==> src/rtl/axi_arb_pkg.sv <==
// Shared types and helpers for the AXI read-address arbiter.
// Default widths track the bridge-wide AXI_define settings.
package axi_arb_pkg;

  localparam int unsigned AXI_ADDR_W = 32;
  localparam int unsigned AXI_ID_W   = 4;

  typedef enum logic [1:0] {
    IDLE = 2'd0,
    ADDR = 2'd1,
    DATA = 2'd2
  } arb_state_t;

  // Width of an index into n items, never narrower than one bit.
  function automatic int unsigned clog2_min1(input int unsigned n);
    int unsigned r;
    r = $clog2(n);
    return (r < 1) ? 1 : r;
  endfunction

endpackage

==> src/rtl/rr_picker.sv <==
// Combinational winner selection: round-robin scan from ptr, or lowest index first.
module rr_picker
  import axi_arb_pkg::*;
#(
  parameter int unsigned NUM_MASTERS = 2,
  parameter int unsigned SEL_W       = clog2_min1(NUM_MASTERS)
) (
  input  logic [NUM_MASTERS-1:0] req,
  input  logic [SEL_W-1:0]       ptr,
  input  logic                   rr_mode,
  output logic [SEL_W-1:0]       winner,
  output logic                   any_req
);

  logic        found;
  int unsigned idx;

  // Offset k walks the candidates in priority order; the first requester wins.
  always_comb begin
    winner = '0;
    found  = 1'b0;
    idx    = 0;
    for (int unsigned k = 0; k < NUM_MASTERS; k++) begin
      idx = rr_mode ? (32'(ptr) + k) % NUM_MASTERS : k;
      if (!found && req[SEL_W'(idx)]) begin
        winner = SEL_W'(idx);
        found  = 1'b1;
      end
    end
  end

  assign any_req = |req;

endmodule

==> src/rtl/axi_read_arbiter_rr.sv <==
// N-master AR arbiter: registers one grant, forwards the latched AR request and
// holds the AR/R mux selects until the decoder reports finish or the watchdog fires.
module axi_read_arbiter_rr
  import axi_arb_pkg::*;
#(
  parameter int unsigned NUM_MASTERS = 2,
  parameter int unsigned ADDR_W      = AXI_ADDR_W,
  parameter int unsigned ID_W        = AXI_ID_W,
  parameter int unsigned RR_MODE     = 1,
  parameter int unsigned TIMEOUT     = 1024,
  localparam int unsigned SEL_W      = clog2_min1(NUM_MASTERS)
) (
  input  logic                          clock,
  input  logic                          reset,
  input  logic [NUM_MASTERS-1:0]        ARVALID_M,
  input  logic [NUM_MASTERS*ADDR_W-1:0] ARADDR_M,
  output logic [NUM_MASTERS-1:0]        ARREADY_M,
  output logic                          ARVALID,
  output logic [ADDR_W-1:0]             ARADDR,
  output logic [ID_W-1:0]               MasterID,
  input  logic                          ARREADY,
  input  logic                          finish,
  output logic                          grant_valid,
  output logic [SEL_W-1:0]              ReadAddressSel,
  output logic [SEL_W-1:0]              ReadDataSel,
  output logic                          timeout_pulse
);

  localparam int unsigned WD_W = clog2_min1(TIMEOUT);

  arb_state_t        state, state_n;
  logic [SEL_W-1:0]  rr_ptr;
  logic [SEL_W-1:0]  grant_q;
  logic [SEL_W-1:0]  pick;
  logic              any_req;
  logic [ADDR_W-1:0] pick_addr;
  logic [ADDR_W-1:0] addr_q;
  logic [WD_W-1:0]   wd_cnt;
  logic              timeout_q;
  logic              load_grant;
  logic              release_grant;
  logic              wd_fire;

  rr_picker #(
    .NUM_MASTERS (NUM_MASTERS),
    .SEL_W       (SEL_W)
  ) u_picker (
    .req     (ARVALID_M),
    .ptr     (rr_ptr),
    .rr_mode (RR_MODE != 0),
    .winner  (pick),
    .any_req (any_req)
  );

  always_comb begin
    pick_addr = '0;
    for (int unsigned i = 0; i < NUM_MASTERS; i++) begin
      if (pick == SEL_W'(i)) pick_addr = ARADDR_M[i*ADDR_W +: ADDR_W];
    end
  end

  always_ff @(posedge clock) begin
    if (reset) state <= IDLE;
    else       state <= state_n;
  end

  // ARREADY wins over a simultaneous finish because finish is only looked at in DATA.
  always_comb begin
    state_n       = state;
    load_grant    = 1'b0;
    release_grant = 1'b0;
    wd_fire       = 1'b0;
    case (state)
      IDLE: begin
        if (any_req) begin
          state_n    = ADDR;
          load_grant = 1'b1;
        end
      end
      ADDR: begin
        if (ARREADY) state_n = DATA;
      end
      DATA: begin
        if (finish) begin
          state_n       = IDLE;
          release_grant = 1'b1;
        end else if (TIMEOUT != 0 && wd_cnt == WD_W'(TIMEOUT - 1)) begin
          state_n       = IDLE;
          release_grant = 1'b1;
          wd_fire       = 1'b1;
        end
      end
      default: state_n = IDLE;
    endcase
  end

  always_ff @(posedge clock) begin
    if (reset) begin
      rr_ptr    <= '0;
      grant_q   <= '0;
      addr_q    <= '0;
      wd_cnt    <= '0;
      timeout_q <= 1'b0;
    end else begin
      timeout_q <= wd_fire;
      if (load_grant) begin
        grant_q <= pick;
        addr_q  <= pick_addr;
      end
      if (release_grant) begin
        rr_ptr <= (grant_q == SEL_W'(NUM_MASTERS - 1)) ? '0 : grant_q + 1'b1;
      end
      wd_cnt <= (state == DATA && state_n == DATA) ? wd_cnt + 1'b1 : '0;
    end
  end

  always_comb begin
    ARREADY_M = '0;
    if (state == ADDR) ARREADY_M[grant_q] = ARREADY;
  end

  assign ARVALID        = (state == ADDR);
  assign ARADDR         = addr_q;
  assign MasterID       = ID_W'(grant_q);
  assign grant_valid    = (state != IDLE);
  assign ReadAddressSel = grant_q;
  assign ReadDataSel    = grant_q;
  assign timeout_pulse  = timeout_q;

endmodule
==> config.mk <==
export PLATFORM = sky130hd
export DESIGN_NAME = axi_read_arbiter_rr
export DESIGN_NICKNAME = d
export VERILOG_FILES = /design/src/rtl/axi_arb_pkg.sv /design/src/rtl/rr_picker.sv /design/src/rtl/axi_read_arbiter_rr.sv
export SDC_FILE = /design/constraint.sdc
export NUM_CORES = 1
export LEC_CHECK = 0
export CAP_MARGIN = 30
export CORE_MARGIN = 2
export CORE_UTILIZATION = 25
export DETAILED_ROUTE_END_ITERATION = 6
export PLACE_DENSITY = 0.53
export SETUP_SLACK_MARGIN = 0.5
export SLEW_MARGIN = 10
export SYNTH_ARGS = -nofsm -noshare
export SYNTH_HDL_FRONTEND = slang
export SYNTH_HIERARCHICAL = 1
export SYNTH_SLANG_ARGS = --single-unit
==> constraint.sdc <==
create_clock -name clock -period 4.22 [get_ports clock]
set_clock_uncertainty 0.2 [all_clocks]
set_input_delay 0.422 -clock clock [delete_from_list [all_inputs] [get_ports clock]]
set_output_delay 0.422 -clock clock [all_outputs]
set_load 0.02 [all_outputs]
# Yosys cells after proc, flatten, opt, wreduce, memory -nomap -nowiden
# Index checks and enable logic that the tools add are counted.
# totals
mem_bits_rw	0
reg_bits	47
mem_bits_ro	0
in_bits	70
latch_bits	0
memories	0
# classes
n_reduce_logical	9
n_bitwise	3
n_mul	0
addsub	3
shift	0
n_mux	22
n_eq_ne	4
div_mod_pow	0
n_lt_le_gt_ge	4
# ops
op	n
32-bit two-way mux	1
1-bit two-way mux	14
10-bit by 1-bit adder with 10-bit output, second input constant	1
10-bit equality test, second input constant	1
2-bit two-way mux	5
1-bit by 2-bit less-than comparator with 1-bit output, second input constant	3
2-bit one-hot mux with 3 select lines	1
2-bit equality test, second input constant	2
2-bit OR reduction	2
1-bit logical AND	3
3-bit OR reduction	1
1-bit adder, second input constant	2
2-bit AND	1
2-bit by 1-bit equality test with 1-bit output, second input constant	1
2-bit zero test	1
1-bit inverter	2
2-bit nonzero test	1
1-bit demux with 1-bit select	1
1-bit >= comparator, second input constant	1
1-bit zero test	1

# Longest topological paths before layout
# logic_depth
ltp_word	8
mapped_depth	7
mapped_depth_nobuf	5

# Cells and area by module
# Netlist, hierarchy kept.
# modules_own_cells
mod	cells_per_inst	seq_area_each_um2	n_inst	area_each_um2
axi_read_arbiter_rr	225	940.9	1	2157.1
rr_picker	3	0.0	1	17.5

# Least setup slack after synthesis
# OpenSTA, ideal clock, no wires.
# synth_timing
kind	reg-to-output
from	register state[0]
to	output ARREADY_M[0]
n_path_buf	0
path_slack_ns	2.427
arrival_ns	1.171
stages_incl_launch_ff	4
cell_sequence	dfxtp_1 > nor2b_1 > nand2_1 > nor2_1
# synth_via
elab_chain_len	2
# synth_rtl
item	line	source
start: declaration	axi_read_arbiter_rr.sv:31	arb_state_t state, state_n;
start signal: assignment	axi_read_arbiter_rr.sv:64	else state <= state_n;
2-bit by 1-bit equality test with 1-bit output	n/a	
named net ARVALID	axi_read_arbiter_rr.sv:18	output logic ARVALID,
2-bit two-way mux	axi_read_arbiter_rr.sv:119	if (state == ADDR) ARREADY_M[grant_q] = ARREADY;
end: declaration	axi_read_arbiter_rr.sv:17	output logic [NUM_MASTERS-1:0] ARREADY_M,
# The timed path passes the listed nets, and every way through them passes these cells.

# Worst setup path in the final report
# layout_timing
from	register state[0]
to	output ARREADY_M[0]
# layout_via
elab_chain_len	2
# layout_rtl
item	line
2-bit by 1-bit equality test with 1-bit output	axi_read_arbiter_rr.sv:119
2-bit two-way mux	axi_read_arbiter_rr.sv:119
# Every way passes these cells.

==> flow_summary.ini <==
[place]
place_congestion = 0.753
dp.cells = 429
dpl_cell_area_um2 = 3300
io_buffers = 109
place_hpwl_mm = 4.03

[cts]
hold_buffers = 0
clock_path_buffers = 2
cts_sinks = 47
clock_latency_ns = 0.30
root_buffer = clkbuf_8
post_cts_buffers = 0
cts_tree = done
cts.htree.levels = 2
clkTransAtPathRegs_ns = 0.10
cts.repair.resized = 0
cts_buffers = 5

[die]
fp-row-count = 34
die_area_um2 = 9460
core_area_um2 = 8590
die_w_um = 97.3
io_pins = 113
die_h_um = 97.3
start_util_pct = 25.3

[synth]
async_reset_ff_share_pct = 0
synth_area_um2 = 2170
synth-seq-area-share_pct = 43.3
syn-instance-count = 228
yosys_warnings = 6
yosysUniqueCellTypes = 34
synthFlopType = dfxtp_1
syn_avg_cell_area_um2 = 9.54
synth_seq_cells = 47
synth_edf_count = 0

[cells_and_area]
nFillCells = 890
layout-drive-gt1-share_pct = 8.51
antenna_cells = 0
final_cells = 437
area_delta_synth_final_pct = 56.0
post-route-cell-area_um2 = 3390
multiInputGateArea_um2 = 1110
nets = 399
register_area_um2 = 941

[sta]
final_min_period_over_clock_period_pct = 56.2
relSlewSlack_pct = 41.6
hold_ws_ns = 0.286
fmax_ghz = 0.421
hold_violations = 0
fin_setup_tns_ns = 0
worst_pin_slew_ns = 0.877
fin_crit_ns = 2.37
maxSlewViolCount = 0
finalSetupViolations = 0
grt_setup_unrepaired = false

[global_routing]
grt_overflow = 0
grt_max_degree = 39
grt_pass1_wl_mm = 9.03
grt_usage_pct = 11.6
antenna_found_initial = 0
grt_pass1_vias = 1909

[drt]
drcViolationCount = 0
post_drt_wl_per_cell_um = 12.5
drt_iter0_markers = 34
detail-route-antenna-nets = 0
vias_per_cell = 4.46
vias = 1951
drtPass1Iterations = 4
finalWirelength_mm = 5.48

[worst_setup_path]
critPathLaunch = state[0]$_SDFF_PP0_
startpoint_type = register
cp_slowest_stage_delay_ns = 0.61
arrival_ns = 1.75
cpMaxStageDelayCell = clkdlybuf4s50_1
r2r-start = rr_ptr$_SDFFE_PP0P_
worst-path-max-fanout = 4
path_buf_inv = 1
cp_top_family = buffers and inverters
cp_cell_sequence = nor2b_1 -> nand2_1 -> nor2_1 -> clkdlybuf4s50_1
crit_required_ns = 3.60
crit_type = register to output pin
crit_path_end_kind = output pin

[power_and_ir_drop]
powerDensity_nw_per_um2 = 328
ir_worst_vdd_mv = 0.137
p_leak_uw = 0.00123
total_power_uw = 1110

[hold_path]
holdCritStartpoint = wd_cnt[0]$_SDFF_PP0_
min_path_type = register to register

[run_status]
outcome = completed

[flow_run]
max_cap_violations = 0
## placed cells by master, fill, tap and decap left out, drive strengths merged
cell type	n
clkdlybuf4s50	108
dfxtp	47
nor2	47
mux2i	33
a211oi	32
nand2	5
clkbuf	5
nand3	5
o21ai	4
xor2	4
conb	4
buf	4
nor2b	3
and3	3
inv	3
a21oi	3
or2	3
nand4	2
nor3	2
or3	2
xnor2	2
clkinvlp	2
mux2	1
and4	1
a31oi	1
ha	1
clkinv	1
a21boi	1
## cell families (layout without fill, tap and decap cells)
group           count (synthesis)  after routing  synth area share, %
compound gates                 41             41                 15.6
mux                            34             34                 15.7
other cells                     2              4                0.345
xor+xnor                        6              6                 2.42
simple gates                   73             73                 15.4
fa+ha+maj                       1              1                0.575
buf+inv                        24            123                 6.67
flops                          47             47                 43.3
## sequential cells by signal (all words and copies together), names as in the netlist
signal / count
state: 2
timeout_pulse: 1
ReadAddressSel: 1
wd_cnt: 10
rr_ptr: 1
ARADDR: 32
## final cells by class
class	instances	area share, %
repair buffers	112	32.7
multi-input cells	159	32.6
flip-flops and latches	47	27.7
well taps	108	3.98
clock buffers	5	2.03
clock inverters	3	0.590
inverters	3	0.332
## final timing paths
| check | end | slack (ns) | cells past startpoint |
|---|---|---|---|
| min reg2reg | wd_cnt[0]$_SDFF_PP0_ | 0.29 | 1 |
| max | ARREADY_M[0] | 1.85 | 4 |
| min | wd_cnt[0]$_SDFF_PP0_ | 0.29 | 1 |
| max reg2reg | ARADDR[10]$_SDFFE_PP0P_ | 2.06 | 5 |
## power by group
part           total [µW]  internal, µW  switching (µW)
clock                 273           116             157
combinational         335           176             159
sequential            504           483            20.7
total                1110           774             337
## routing by layer
layer / routed length [µm] / share of wire [%] / vias up / track usage (%)
met5: 0 / 0 / - / 0
met4: 30 / 0.55 / 0 / 2.56
met3: 536 / 9.8 / 2 / 4.82
met2: 2260 / 41 / 78 / 17.3
met1: 2650 / 48 / 882 / 15.6
li1: - / - / 989 / -
## worst register-to-register path: stages (launching register included)
cell,delay (ns)
dfxtp_1,0.33
nand2_1,0.13
a21boi_4,0.51
buf_4,0.45
mux2i_1,0.30
a211oi_2,0.09
## stage by stage
step / worst slack, ns / util, %
2_1_floorplan: 2.43 / -
3_3_place_gp: 1.62 / 38.4
3_5_place_dp: 1.56 / 38.4
4_1_cts: 1.80 / 39.5
5_1_grt: 1.74 / 39.5
6_report: 1.85 / 39.5
## cell usage after synthesis (3+ instances only)
cell type  number  area share, %
o21ai_0         4           0.92
buf_2           8            1.8
nor2b_1         3           0.86
xor2_1          4            1.6
inv_1           3           0.52
a21oi_1         3           0.69
dfxtp_1        47             43
nand2_1         5           0.86
buf_4           7            2.4
nor2_1         46            7.9
a211oi_1       22            7.6
mux2i_1        33             15
a211oi_2       10            5.8
nand3_1         4           0.92
and3_1          3           0.86
(Power assumes the default switching activity.)
